--- config.mk ---
export PLATFORM = sky130hd
export DESIGN_NAME = servant_uart_loader
export DESIGN_NICKNAME = d
export VERILOG_FILES = /design/src/rtl/servant_loader_pkg.sv /design/src/rtl/servant_uart_rx.sv /design/src/rtl/servant_uart_loader.sv
export SDC_FILE = /design/constraint.sdc
export NUM_CORES = 1
export LEC_CHECK = 0
export BUFFER_PORTS_ARGS = -buffer_cell sky130_fd_sc_hd__buf_2
export CAP_MARGIN = 20
export CORE_MARGIN = 2
export CORE_UTILIZATION = 30
export CTS_BUF_LIST = sky130_fd_sc_hd__clkbuf_4
export CTS_CLUSTER_SIZE = 28
export DETAILED_ROUTE_END_ITERATION = 10
export SLEW_MARGIN = 20
export SYNTH_ARGS = -nofsm -noshare
export SYNTH_HDL_FRONTEND = slang
export SYNTH_SLANG_ARGS = --single-unit
--- constraint.sdc ---
create_clock -name i_wb_clk -period 7.1 [get_ports i_wb_clk]
set_clock_uncertainty 0.1 [all_clocks]
set_input_delay 0.355 -clock i_wb_clk [delete_from_list [all_inputs] [get_ports i_wb_clk]]
set_output_delay 0.355 -clock i_wb_clk [all_outputs]
set_load 0.01 [all_outputs]
--- src/rtl/servant_loader_pkg.sv ---
// Shared state encodings and small helpers for the UART image loader.
package servant_loader_pkg;

    typedef enum logic [2:0] {
        R_IDLE,
        R_START,
        R_DATA,
        R_STOP,
        R_WAIT_HIGH
    } rx_state_t;

    typedef enum logic [1:0] {
        L_IDLE,
        L_RX,
        L_DRAIN
    } ld_state_t;

    function automatic logic [3:0] lane_bit(input logic [1:0] idx);
        return 4'b0001 << idx;
    endfunction

endpackage

--- src/rtl/servant_uart_rx.sv ---
// 8N1 serial receiver: synchronised input, mid-bit sampling, byte and framing-error pulses.
module servant_uart_rx
    import servant_loader_pkg::*;
#(
    parameter int unsigned CLKS_PER_BIT = 868
) (
    input  logic       i_clk,
    input  logic       i_rst,
    input  logic       i_rx,
    output logic [7:0] o_data,
    output logic       o_valid,
    output logic       o_frame_err,
    output logic       o_idle
);

    localparam int unsigned CW = $clog2(CLKS_PER_BIT);
    localparam logic [CW-1:0] LAST      = CW'(CLKS_PER_BIT - 1);
    localparam logic [CW-1:0] HALF_LAST = CW'(CLKS_PER_BIT / 2 - 1);

    logic meta_q, sync_q, prev_q;

    rx_state_t     state_q, state_d;
    logic [CW-1:0] cnt_q, cnt_d;
    logic [2:0]    bit_q, bit_d;
    logic [7:0]    shift_q, shift_d;
    logic          valid_q, valid_d;
    logic          ferr_q, ferr_d;

    always_ff @(posedge i_clk) begin
        if (i_rst) begin
            meta_q <= 1'b1;
            sync_q <= 1'b1;
            prev_q <= 1'b1;
        end else begin
            meta_q <= i_rx;
            sync_q <= meta_q;
            prev_q <= sync_q;
        end
    end

    always_ff @(posedge i_clk) begin
        if (i_rst) begin
            state_q <= R_IDLE;
            cnt_q   <= '0;
            bit_q   <= '0;
            shift_q <= '0;
            valid_q <= 1'b0;
            ferr_q  <= 1'b0;
        end else begin
            state_q <= state_d;
            cnt_q   <= cnt_d;
            bit_q   <= bit_d;
            shift_q <= shift_d;
            valid_q <= valid_d;
            ferr_q  <= ferr_d;
        end
    end

    always_comb begin
        state_d = state_q;
        cnt_d   = cnt_q + 1'b1;
        bit_d   = bit_q;
        shift_d = shift_q;
        valid_d = 1'b0;
        ferr_d  = 1'b0;
        case (state_q)
            R_IDLE: begin
                cnt_d = '0;
                bit_d = '0;
                if (prev_q && !sync_q) state_d = R_START;
            end
            R_START: begin
                if (cnt_q == HALF_LAST) begin
                    cnt_d   = '0;
                    state_d = sync_q ? R_IDLE : R_DATA;
                end
            end
            R_DATA: begin
                if (cnt_q == LAST) begin
                    cnt_d   = '0;
                    shift_d = {sync_q, shift_q[7:1]};
                    bit_d   = bit_q + 1'b1;
                    if (bit_q == 3'd7) state_d = R_STOP;
                end
            end
            R_STOP: begin
                if (cnt_q == LAST) begin
                    cnt_d = '0;
                    if (sync_q) begin
                        valid_d = 1'b1;
                        state_d = R_IDLE;
                    end else begin
                        ferr_d  = 1'b1;
                        state_d = R_WAIT_HIGH;
                    end
                end
            end
            R_WAIT_HIGH: begin
                cnt_d = '0;
                if (sync_q) state_d = R_IDLE;
            end
            default: state_d = R_IDLE;
        endcase
    end

    assign o_data      = shift_q;
    assign o_valid     = valid_q;
    assign o_frame_err = ferr_q;
    assign o_idle      = (state_q == R_IDLE);

endmodule

--- src/rtl/servant_uart_loader.sv ---
// Receives a byte stream over UART and writes it little-endian into RAM over Wishbone.
module servant_uart_loader
    import servant_loader_pkg::*;
#(
    parameter int depth        = 256,
    parameter int aw           = $clog2(depth),
    parameter int CLKS_PER_BIT = 868,
    parameter int IDLE_BITS    = 20
) (
    input  logic          i_wb_clk,
    input  logic          i_wb_rst,
    input  logic          i_uart_rx,
    output logic [aw-1:2] o_wb_adr,
    output logic [31:0]   o_wb_dat,
    output logic [3:0]    o_wb_sel,
    output logic          o_wb_we,
    output logic          o_wb_cyc,
    input  logic          i_wb_ack,
    output logic          o_busy,
    output logic          o_done,
    output logic          o_err
);

    localparam int AWW = aw - 2;
    localparam int unsigned IDLE_CYCLES = IDLE_BITS * CLKS_PER_BIT;
    localparam int unsigned IW = $clog2(IDLE_CYCLES);
    localparam logic [IW-1:0] IDLE_LAST = IW'(IDLE_CYCLES - 1);
    localparam logic [aw-1:2] ADR_LAST  = AWW'(depth / 4 - 1);

    logic [7:0] rx_byte;
    logic       rx_valid, rx_ferr, rx_idle;

    servant_uart_rx #(
        .CLKS_PER_BIT(CLKS_PER_BIT)
    ) u_rx (
        .i_clk      (i_wb_clk),
        .i_rst      (i_wb_rst),
        .i_rx       (i_uart_rx),
        .o_data     (rx_byte),
        .o_valid    (rx_valid),
        .o_frame_err(rx_ferr),
        .o_idle     (rx_idle)
    );

    ld_state_t     state_q, state_d;
    logic [31:0]   buf_q, buf_d;
    logic [3:0]    lanes_q, lanes_d;
    logic [1:0]    idx_q, idx_d;
    logic [aw-1:2] word_adr_q, word_adr_d;
    logic [aw-1:2] adr_q, adr_d;
    logic [31:0]   dat_q, dat_d;
    logic [3:0]    sel_q, sel_d;
    logic          cyc_q, cyc_d;
    logic          busy_q, busy_d;
    logic          done_q, done_d;
    logic          err_q, err_d;
    logic [IW-1:0] idle_cnt_q, idle_cnt_d;

    always_ff @(posedge i_wb_clk) begin
        if (i_wb_rst) begin
            state_q    <= L_IDLE;
            buf_q      <= '0;
            lanes_q    <= '0;
            idx_q      <= '0;
            word_adr_q <= '0;
            adr_q      <= '0;
            dat_q      <= '0;
            sel_q      <= '0;
            cyc_q      <= 1'b0;
            busy_q     <= 1'b0;
            done_q     <= 1'b0;
            err_q      <= 1'b0;
            idle_cnt_q <= '0;
        end else begin
            state_q    <= state_d;
            buf_q      <= buf_d;
            lanes_q    <= lanes_d;
            idx_q      <= idx_d;
            word_adr_q <= word_adr_d;
            adr_q      <= adr_d;
            dat_q      <= dat_d;
            sel_q      <= sel_d;
            cyc_q      <= cyc_d;
            busy_q     <= busy_d;
            done_q     <= done_d;
            err_q      <= err_d;
            idle_cnt_q <= idle_cnt_d;
        end
    end

    logic ack_ok;
    logic idle_tick;

    always_comb begin
        state_d    = state_q;
        buf_d      = buf_q;
        lanes_d    = lanes_q;
        idx_d      = idx_q;
        word_adr_d = word_adr_q;
        adr_d      = adr_q;
        dat_d      = dat_q;
        sel_d      = sel_q;
        cyc_d      = cyc_q;
        busy_d     = busy_q;
        done_d     = done_q;
        err_d      = err_q || rx_ferr;
        idle_cnt_d = '0;
        ack_ok     = cyc_q && i_wb_ack;
        idle_tick  = rx_idle && !cyc_q && !rx_valid;

        if (ack_ok) begin
            cyc_d      = 1'b0;
            adr_d      = '0;
            dat_d      = '0;
            sel_d      = '0;
            word_adr_d = (word_adr_q == ADR_LAST) ? '0 : word_adr_q + 1'b1;
        end

        if (rx_valid && state_q != L_DRAIN) begin
            if (state_q == L_IDLE) begin
                state_d    = L_RX;
                busy_d     = 1'b1;
                done_d     = 1'b0;
                word_adr_d = '0;
            end
            // A lane still holding an unwritten byte means the writer fell behind.
            if (lanes_q[idx_q]) begin
                err_d = 1'b1;
            end else begin
                buf_d[{idx_q, 3'b000} +: 8] = rx_byte;
                lanes_d = lanes_q | lane_bit(idx_q);
                idx_d   = idx_q + 1'b1;
            end
        end

        if (lanes_d == 4'hF && !cyc_q) begin
            cyc_d   = 1'b1;
            adr_d   = word_adr_d;
            dat_d   = buf_d;
            sel_d   = 4'hF;
            buf_d   = '0;
            lanes_d = '0;
        end

        case (state_q)
            L_RX: begin
                if (idle_tick) begin
                    if (idle_cnt_q == IDLE_LAST) begin
                        state_d = L_DRAIN;
                        if (lanes_q != 4'h0) begin
                            cyc_d = 1'b1;
                            adr_d = word_adr_q;
                            dat_d = buf_q;
                            sel_d = lanes_q;
                        end
                        buf_d   = '0;
                        lanes_d = '0;
                        idx_d   = '0;
                    end else begin
                        idle_cnt_d = idle_cnt_q + 1'b1;
                    end
                end
            end
            L_DRAIN: begin
                if (!cyc_q || ack_ok) begin
                    state_d = L_IDLE;
                    busy_d  = 1'b0;
                    done_d  = 1'b1;
                end
            end
            default: ;
        endcase
    end

    assign o_wb_adr = adr_q;
    assign o_wb_dat = dat_q;
    assign o_wb_sel = sel_q;
    assign o_wb_cyc = cyc_q;
    assign o_wb_we  = cyc_q;
    assign o_busy   = busy_q;
    assign o_done   = done_q;
    assign o_err    = err_q;

endmodule

* Yosys cells after proc, flatten, opt, wreduce, memory -nomap -nowiden
Index checks and enable logic that the tools add are counted.
** Word-level totals
- Register bits after elaboration :: 136
- Input bits :: 4
- Logic and storage cells :: 158
** Operators by class
- Add/sub/neg operators :: 6
- Bitwise logic cells :: 5
- Equality and inequality tests :: 19
- $lt $le $gt $ge :: 1
- Shift operators :: 3
- Mux-type cells :: 80
- Reductions and logical operators :: 22
** Operators with widths (number)
- 32-bit two-way mux :: 12
- 6-bit two-way mux :: 10
- 4-bit two-way mux :: 12
- 32-bit bitwise mux :: 1
- 8-bit by 7-bit variable shift with 32-bit output (first input constant) :: 1
- 8-bit by 7-bit indexed part select with 32-bit output :: 1
- 10-bit one-hot mux with 3 select lines :: 1
- 3-bit two-way mux :: 8
- 2-bit two-way mux :: 11
- 10-bit two-way mux :: 2
- 1-bit two-way mux :: 19
- 15-bit by 1-bit adder with 15-bit output (second input constant) :: 1
- 15-bit equality test (second input constant) :: 1
- 3-bit one-hot mux with 5 select lines :: 1
- 2-bit by 1-bit inequality test with 1-bit output (second input constant) :: 6
- 10-bit by 1-bit adder with 10-bit output (second input constant) :: 1
- 10-bit equality test (second input constant) :: 1
- 10-bit by 9-bit equality test with 1-bit output (second input constant) :: 1
- 5-bit negation with 7-bit output :: 1
- 6-bit by 1-bit adder with 6-bit output (second input constant) :: 1
- 3-bit by 2-bit equality test with 1-bit output (second input constant) :: 2
- 3-bit equality test (second input constant) :: 2
- 6-bit equality test (second input constant) :: 1
- 1-bit logical AND :: 6
- other kinds (25) :: 33

* Depth between registers and ports, before layout
- Depth in word-level cells :: 11
- Depth in mapped cells :: 12

* Modules after synthesis
From an unflattened synthesis, not the netlist that was laid out.
** Unflattened totals
- Cells, all modules :: 711
- Area total of the unflattened synthesis :: 5982.0 µm²
** By module, submodules not included
- servant_uart_loader :: seq. area each 2142.1 µm², area an instance 4685.7 µm², cells each 565, instances 1
- servant_uart_rx :: seq. area each 580.6 µm², area an instance 1296.2 µm², cells each 146, instances 1

* Least setup slack after synthesis
No wires, ideal clock.
- Path type :: flip-flop to flip-flop
- Start :: register idx_q[1]
- End :: register adr_q (netlist bit o_wb_adr[5])
- Stages on the path, launching flop included :: 13
- Clock period less this slack :: 2.774 ns
- Data arrival time :: 2.552 ns
- Setup time :: 0.122 ns
- Slack :: 4.326 ns
- Data required time :: 6.878 ns
- Path buffers :: 5
- Path through :: dfxtp_1 > buf_2 > clkbuf_1 > inv_1 > ha_1 > nor4bb_1 > a221oi_1 > or2_0 > buf_2 > o21a_1 > buf_6 > buf_6 > a221o_1
** On the way
- Cells in the longest elaborated chain, start to end :: 11
- Elaborated cells between the ends (all ways) :: 13
- Those cells by class :: eq/ne: 1; shift: 1; mux: 9; bitwise: 1; reduce/logical: 1
** Ends and longest elaborated chain
- start, declared :: RTL line servant_uart_loader.sv:48 : logic [1:0] idx_q, idx_d;
- start signal, assigned :: RTL line servant_uart_loader.sv:78 : idx_q <= idx_d;
- 1-bit binary-select mux with 2-bit select / 1-bit by 2-bit << shifter with 4-bit output (equally long branches) :: RTL line servant_uart_loader.sv:127, servant_loader_pkg.sv:19
- 1-bit two-way mux (implied by the code) / 4-bit OR (equally long branches) :: RTL line servant_uart_loader.sv:127, servant_uart_loader.sv:131
- 4-bit two-way mux (*) :: RTL line servant_uart_loader.sv:127 : if (lanes_q[idx_q]) begin
- 4-bit two-way mux (*) :: RTL line servant_uart_loader.sv:119 : if (rx_valid && state_q != L_DRAIN) begin
- 4-bit equality test (*) :: RTL line servant_uart_loader.sv:136 : if (lanes_d == 4'hF && !cyc_q) begin
- 1-bit logical AND (*) :: RTL line servant_uart_loader.sv:136
- 6-bit two-way mux (*) :: RTL line servant_uart_loader.sv:136
- 6-bit two-way mux :: RTL line servant_uart_loader.sv:150 : if (lanes_q != 4'h0) begin
- 6-bit two-way mux :: RTL line servant_uart_loader.sv:148 : if (idle_cnt_q == IDLE_LAST) begin
- 6-bit two-way mux :: RTL line servant_uart_loader.sv:147 : if (idle_tick) begin
- 6-bit two-way mux (*) :: RTL line servant_uart_loader.sv:145 : case (state_q)
- end signal, assigned :: RTL line servant_uart_loader.sv:80 : adr_q <= adr_d;
- end, declared :: RTL line servant_uart_loader.sv:50 : logic [aw-1:2] adr_q, adr_d;
Mark *: on every way between the ends. The rest lies on a longest branch, timed or not. The select of a mux whose other input is x is not followed.
A chain may end at the register's enable or synchronous reset.

* Worst setup path after layout
- Start :: register idx_q[1]
- End :: register dat_q[22] (netlist: o_wb_dat[22])
** On the way
- Cells in the longest elaborated chain, start to end :: 11
- Elaborated cells between the ends (all ways) :: 19
- Those cells by class :: add/sub: 1; eq/ne: 1; shift: 3; mux: 12; bitwise: 1; reduce/logical: 1
** Ends and longest elaborated chain
- parallel branches: the longest is 6 deep, another holds 5-bit negation with 7-bit output
- 32-bit two-way mux (*) :: RTL line servant_uart_loader.sv:136
- 32-bit two-way mux :: RTL line servant_uart_loader.sv:150
- 32-bit two-way mux :: RTL line servant_uart_loader.sv:148
- 32-bit two-way mux :: RTL line servant_uart_loader.sv:147
- 32-bit two-way mux (*) :: RTL line servant_uart_loader.sv:145
- end signal, assigned :: RTL line servant_uart_loader.sv:81 : dat_q <= dat_d;
- end, declared :: RTL line servant_uart_loader.sv:51 : logic [31:0] dat_q, dat_d;
Mark *: on every way between the ends. The select of a mux whose other input is x is not followed.

==> impl_metrics.env <==
export IMPL_grt_ovfl_total=0
export IMPL_wire_per_inst_um=14.4
export IMPL_routabilityCongestion=0.778
export IMPL_p_int_mw=1.01
export IMPL_path_max_fanout=41
export IMPL_p_switching_mw=0.355
export IMPL_layout_common_cells="dfxtp_1, nor2_1, buf_2"
export IMPL_antenna_left=0
export IMPL_fp_row_count=52
export IMPL_drive_above_1_share_pct=14.4
export IMPL_vias=4801
export IMPL_post_cts_resized=0
export IMPL_worst_setup_path_type="flip-flop to flip-flop"
export IMPL_setup_slack_ns=3.28
export IMPL_cts_setup_buffers=0
export IMPL_crit_slowest_cell="dfxtp_1"
export IMPL_async_flop_share_pct=0
export IMPL_start_util_pct=30.4
export IMPL_syn_num_nets=670
export IMPL_postRouteWirelength_um=13900
export IMPL_swShare_pct=25.9
export IMPL_leakage_nw=2.49
export IMPL_maxSlewHeadroom_pct=40.6
export IMPL_viasPerCell=4.98
export IMPL_areaGrowthSynthToFinish_pct=12.0
export IMPL_layout_commonest_cell="dfxtp_1"
export IMPL_ir_worst_vdd_mv=0.0999
export IMPL_die_h_um=147
export IMPL_setup_viol=0
export IMPL_crit_chain="inv_1 -> ha_1 -> nor4bb_1 -> a221oi_1 -> or2_1 -> buf_4 -> o21a_1 -> buf_4 -> a221o_1"
export IMPL_cts_root_buffer="clkbuf_4"
export IMPL_maxSlewViolCount=0
export IMPL_regToRegEndpoint="o_wb_dat[22]"
export IMPL_synth_edf_count=0
export IMPL_min_to="o_busy"
export IMPL_dieArea_sq_um=21600
export IMPL_drt_iter0_drc=336
export IMPL_rsz0062_at_grt="no"
export IMPL_synthCells=649
export IMPL_grt_antenna_before_repair=0
export IMPL_io_pins=51
export IMPL_clk_latency_ns=0.55
export IMPL_avgSynthCellArea_sq_um=9.43
export IMPL_timing_hold_violations_final=0
export IMPL_dpl_hpwl_um=9110
export IMPL_start_kind="flip-flop"
export IMPL_finalCritPeriodShare_pct=53.8
export IMPL_cts_tree="built"
export IMPL_grt_use_total_pct=13.3
export IMPL_numCtsBuffers=17
export IMPL_slowest_delay_ns=0.77
export IMPL_reg2reg_depth=9
export IMPL_stdcell_area_sq_um=6850
export IMPL_cp_common_cell="buf_4"
export IMPL_maxCapViolations=0
export IMPL_ys_seq_elements=136
export IMPL_ys_warn_count=0
export IMPL_outcome="finished clean"
export IMPL_htreeDepth=4
export IMPL_min_from="i_wb_ack"
export IMPL_clockBufferDepth=2
export IMPL_post_place_ws_ns=3.33
export IMPL_clkTransAtPathRegs_ns=0.12
export IMPL_drcViolationCount=0
export IMPL_portBuffers=50
export IMPL_dpl_cell_area_sq_um=6550
export IMPL_fin_crit_ns=3.82
export IMPL_die_x_um=147
export IMPL_worstPathArrival_ns=4.21
export IMPL_antenna_cells=0
export IMPL_grt_pass1_vias=4485
export IMPL_power_density_nw_per_um2=200
export IMPL_synthesis_area_sq_um=6120
export IMPL_worstPathRequired_ns=7.49
export IMPL_seqPwrFrac_pct=57.2
export IMPL_worstMarginPinSlew_ns=0.888
export IMPL_numPlacedInstances=932
export IMPL_hold_class="primary input to flip-flop"
export IMPL_yosysSeqAreaShare_pct=44.5
export IMPL_hold_depth=3
export IMPL_clock_sinks=136
export IMPL_ff2ff_setup_slack_ns=3.28
export IMPL_cp_end_kind="flip-flop"
export IMPL_nNetsFinal=703
export IMPL_finalPower_mw=1.37
export IMPL_p_clk_share_pct=38.1
export IMPL_synthFlopType="dfxtp_1"
export IMPL_coreArea_sq_um=20100
export IMPL_grt_max_degree=42
export IMPL_ys_types=55
export IMPL_drtPass1Iterations=4
export IMPL_reg2reg_from="idx_q[1]"
export IMPL_pwr_share_comb_pct=4.7
export IMPL_fmax_mhz=262
export IMPL_grt_pass1_wl_um=23000
export IMPL_fin_cells=965
export IMPL_tns_ns=0
export IMPL_n_fill_cell=2082
registers in the layout, indices dropped and copies added, names as in the netlist, 2 cells and up:
| name | count |
|---|---|
| buf_q | 32 |
| o_wb_dat | 32 |
| idle_cnt_q | 15 |
| u_rx.cnt_q | 10 |
| u_rx.o_data | 8 |
| o_wb_adr | 6 |
| word_adr_q | 6 |
| lanes_q | 4 |
| o_wb_sel | 4 |
| u_rx.bit_q | 3 |
| u_rx.state_q | 3 |
| idx_q | 2 |
| state_q | 2 |
stage by stage:
stage,hold slack (ns),utilization (%)
2_1_floorplan,0.289,-
3_3_place_gp,0.292,32.5
3_5_place_dp,0.299,32.6
4_1_cts,0.0985,34.1
5_1_grt,0.113,34.1
6_report,0.134,34.1
kinds of logic (layout without fill, tap and decap cells):
group / count (synthesis) / count (layout) / synth area share, %
AND/OR/NAND/NOR: 287 / 287 / 25.0
flip-flops: 136 / 136 / 44.5
AO/OA/AOI/OAI: 101 / 101 / 13.5
buffers and inverters: 51 / 97 / 4.27
multiplexers: 34 / 34 / 5.97
XOR/XNOR: 23 / 23 / 3.29
adder cells (fa/ha/maj): 17 / 17 / 3.48
what timing repair did:
| item | 4_1_cts | 5_1_grt |
|---|---|---|
| hold buffers | 1 | 0 |
| hold endpoints to repair | 1 | 0 |
| setup endpoints to repair | 0 | 0 |
worst max-delay path by stage:
stage                   from      endpoint  cells after the start
finish              idx_q[1]  o_wb_dat[22]                      9
global route        idx_q[1]  o_wb_dat[24]                      9
CTS                 idx_q[1]  o_wb_dat[22]                      9
detailed placement  idx_q[1]  o_wb_dat[23]                      9
global placement    idx_q[1]  o_wb_dat[23]                      9
floorplan           idx_q[1]   o_wb_adr[5]                     12
cells in the mapped netlist (all sizes together), types with 4 or more instances:
cell | count | area (sq um)
nand2 | 42 | 158
o21ai | 8 | 40.0
mux2i | 34 | 365
inv | 8 | 30.0
nor2 | 81 | 304
nand4 | 4 | 25.0
xor2 | 9 | 78.8
nand3 | 15 | 75.1
nand2b | 4 | 25.0
a221o | 44 | 440
or2 | 4 | 25.0
nor4bb | 8 | 80.1
and2 | 41 | 257
a221oi | 4 | 35.0
buf | 23 | 156
and3 | 13 | 81.3
nor4b | 8 | 70.1
dfxtp | 136 | 2720
ha | 17 | 213
nor3 | 38 | 190
and4b | 4 | 40.0
a32o | 4 | 40.0
a21oi | 20 | 100
xnor2 | 14 | 123
clkbuf | 20 | 75.1
or3 | 4 | 25.0
critical path: cells and delay by family, from the launching register on:
family	cells	cell delay (ns)
simple gates	2	0.32
buf+inv	3	1.08
flops	1	0.77
fa+ha+maj	1	0.32
compound gates	3	1.15
layer usage:
metal	global-route usage, %	wire, um
met2	20.3	6130
met3	3.79	546
met4	4.81	214
met1	18.0	7000
met5	0	0
power by group through the flow:
stage / clock network [mW] / registers, mW / logic (mW)
after CTS: 0.540 / 0.783 / 0.0647
after detailed placement: 0 / 0.800 / 0.0645
after global routing: 0.573 / 0.786 / 0.0728
after global placement: 0 / 0.801 / 0.0641
final: 0.521 / 0.783 / 0.0638
after floorplan: 0 / 0.792 / 0.0598
final cells by class:
cell class	count	area [sq um]	area share, %
Timing Repair Buffer	57	305	4.45
Inverter	8	30.0	0.438
Clock inverter	13	146	2.14
Clock buffer	19	143	2.08
Multi-Input combinational cell	462	3170	46.2
Tap cell	270	338	4.93
Sequential cell	136	2720	39.7
Note: power is estimated with default switching activity, not from simulation.
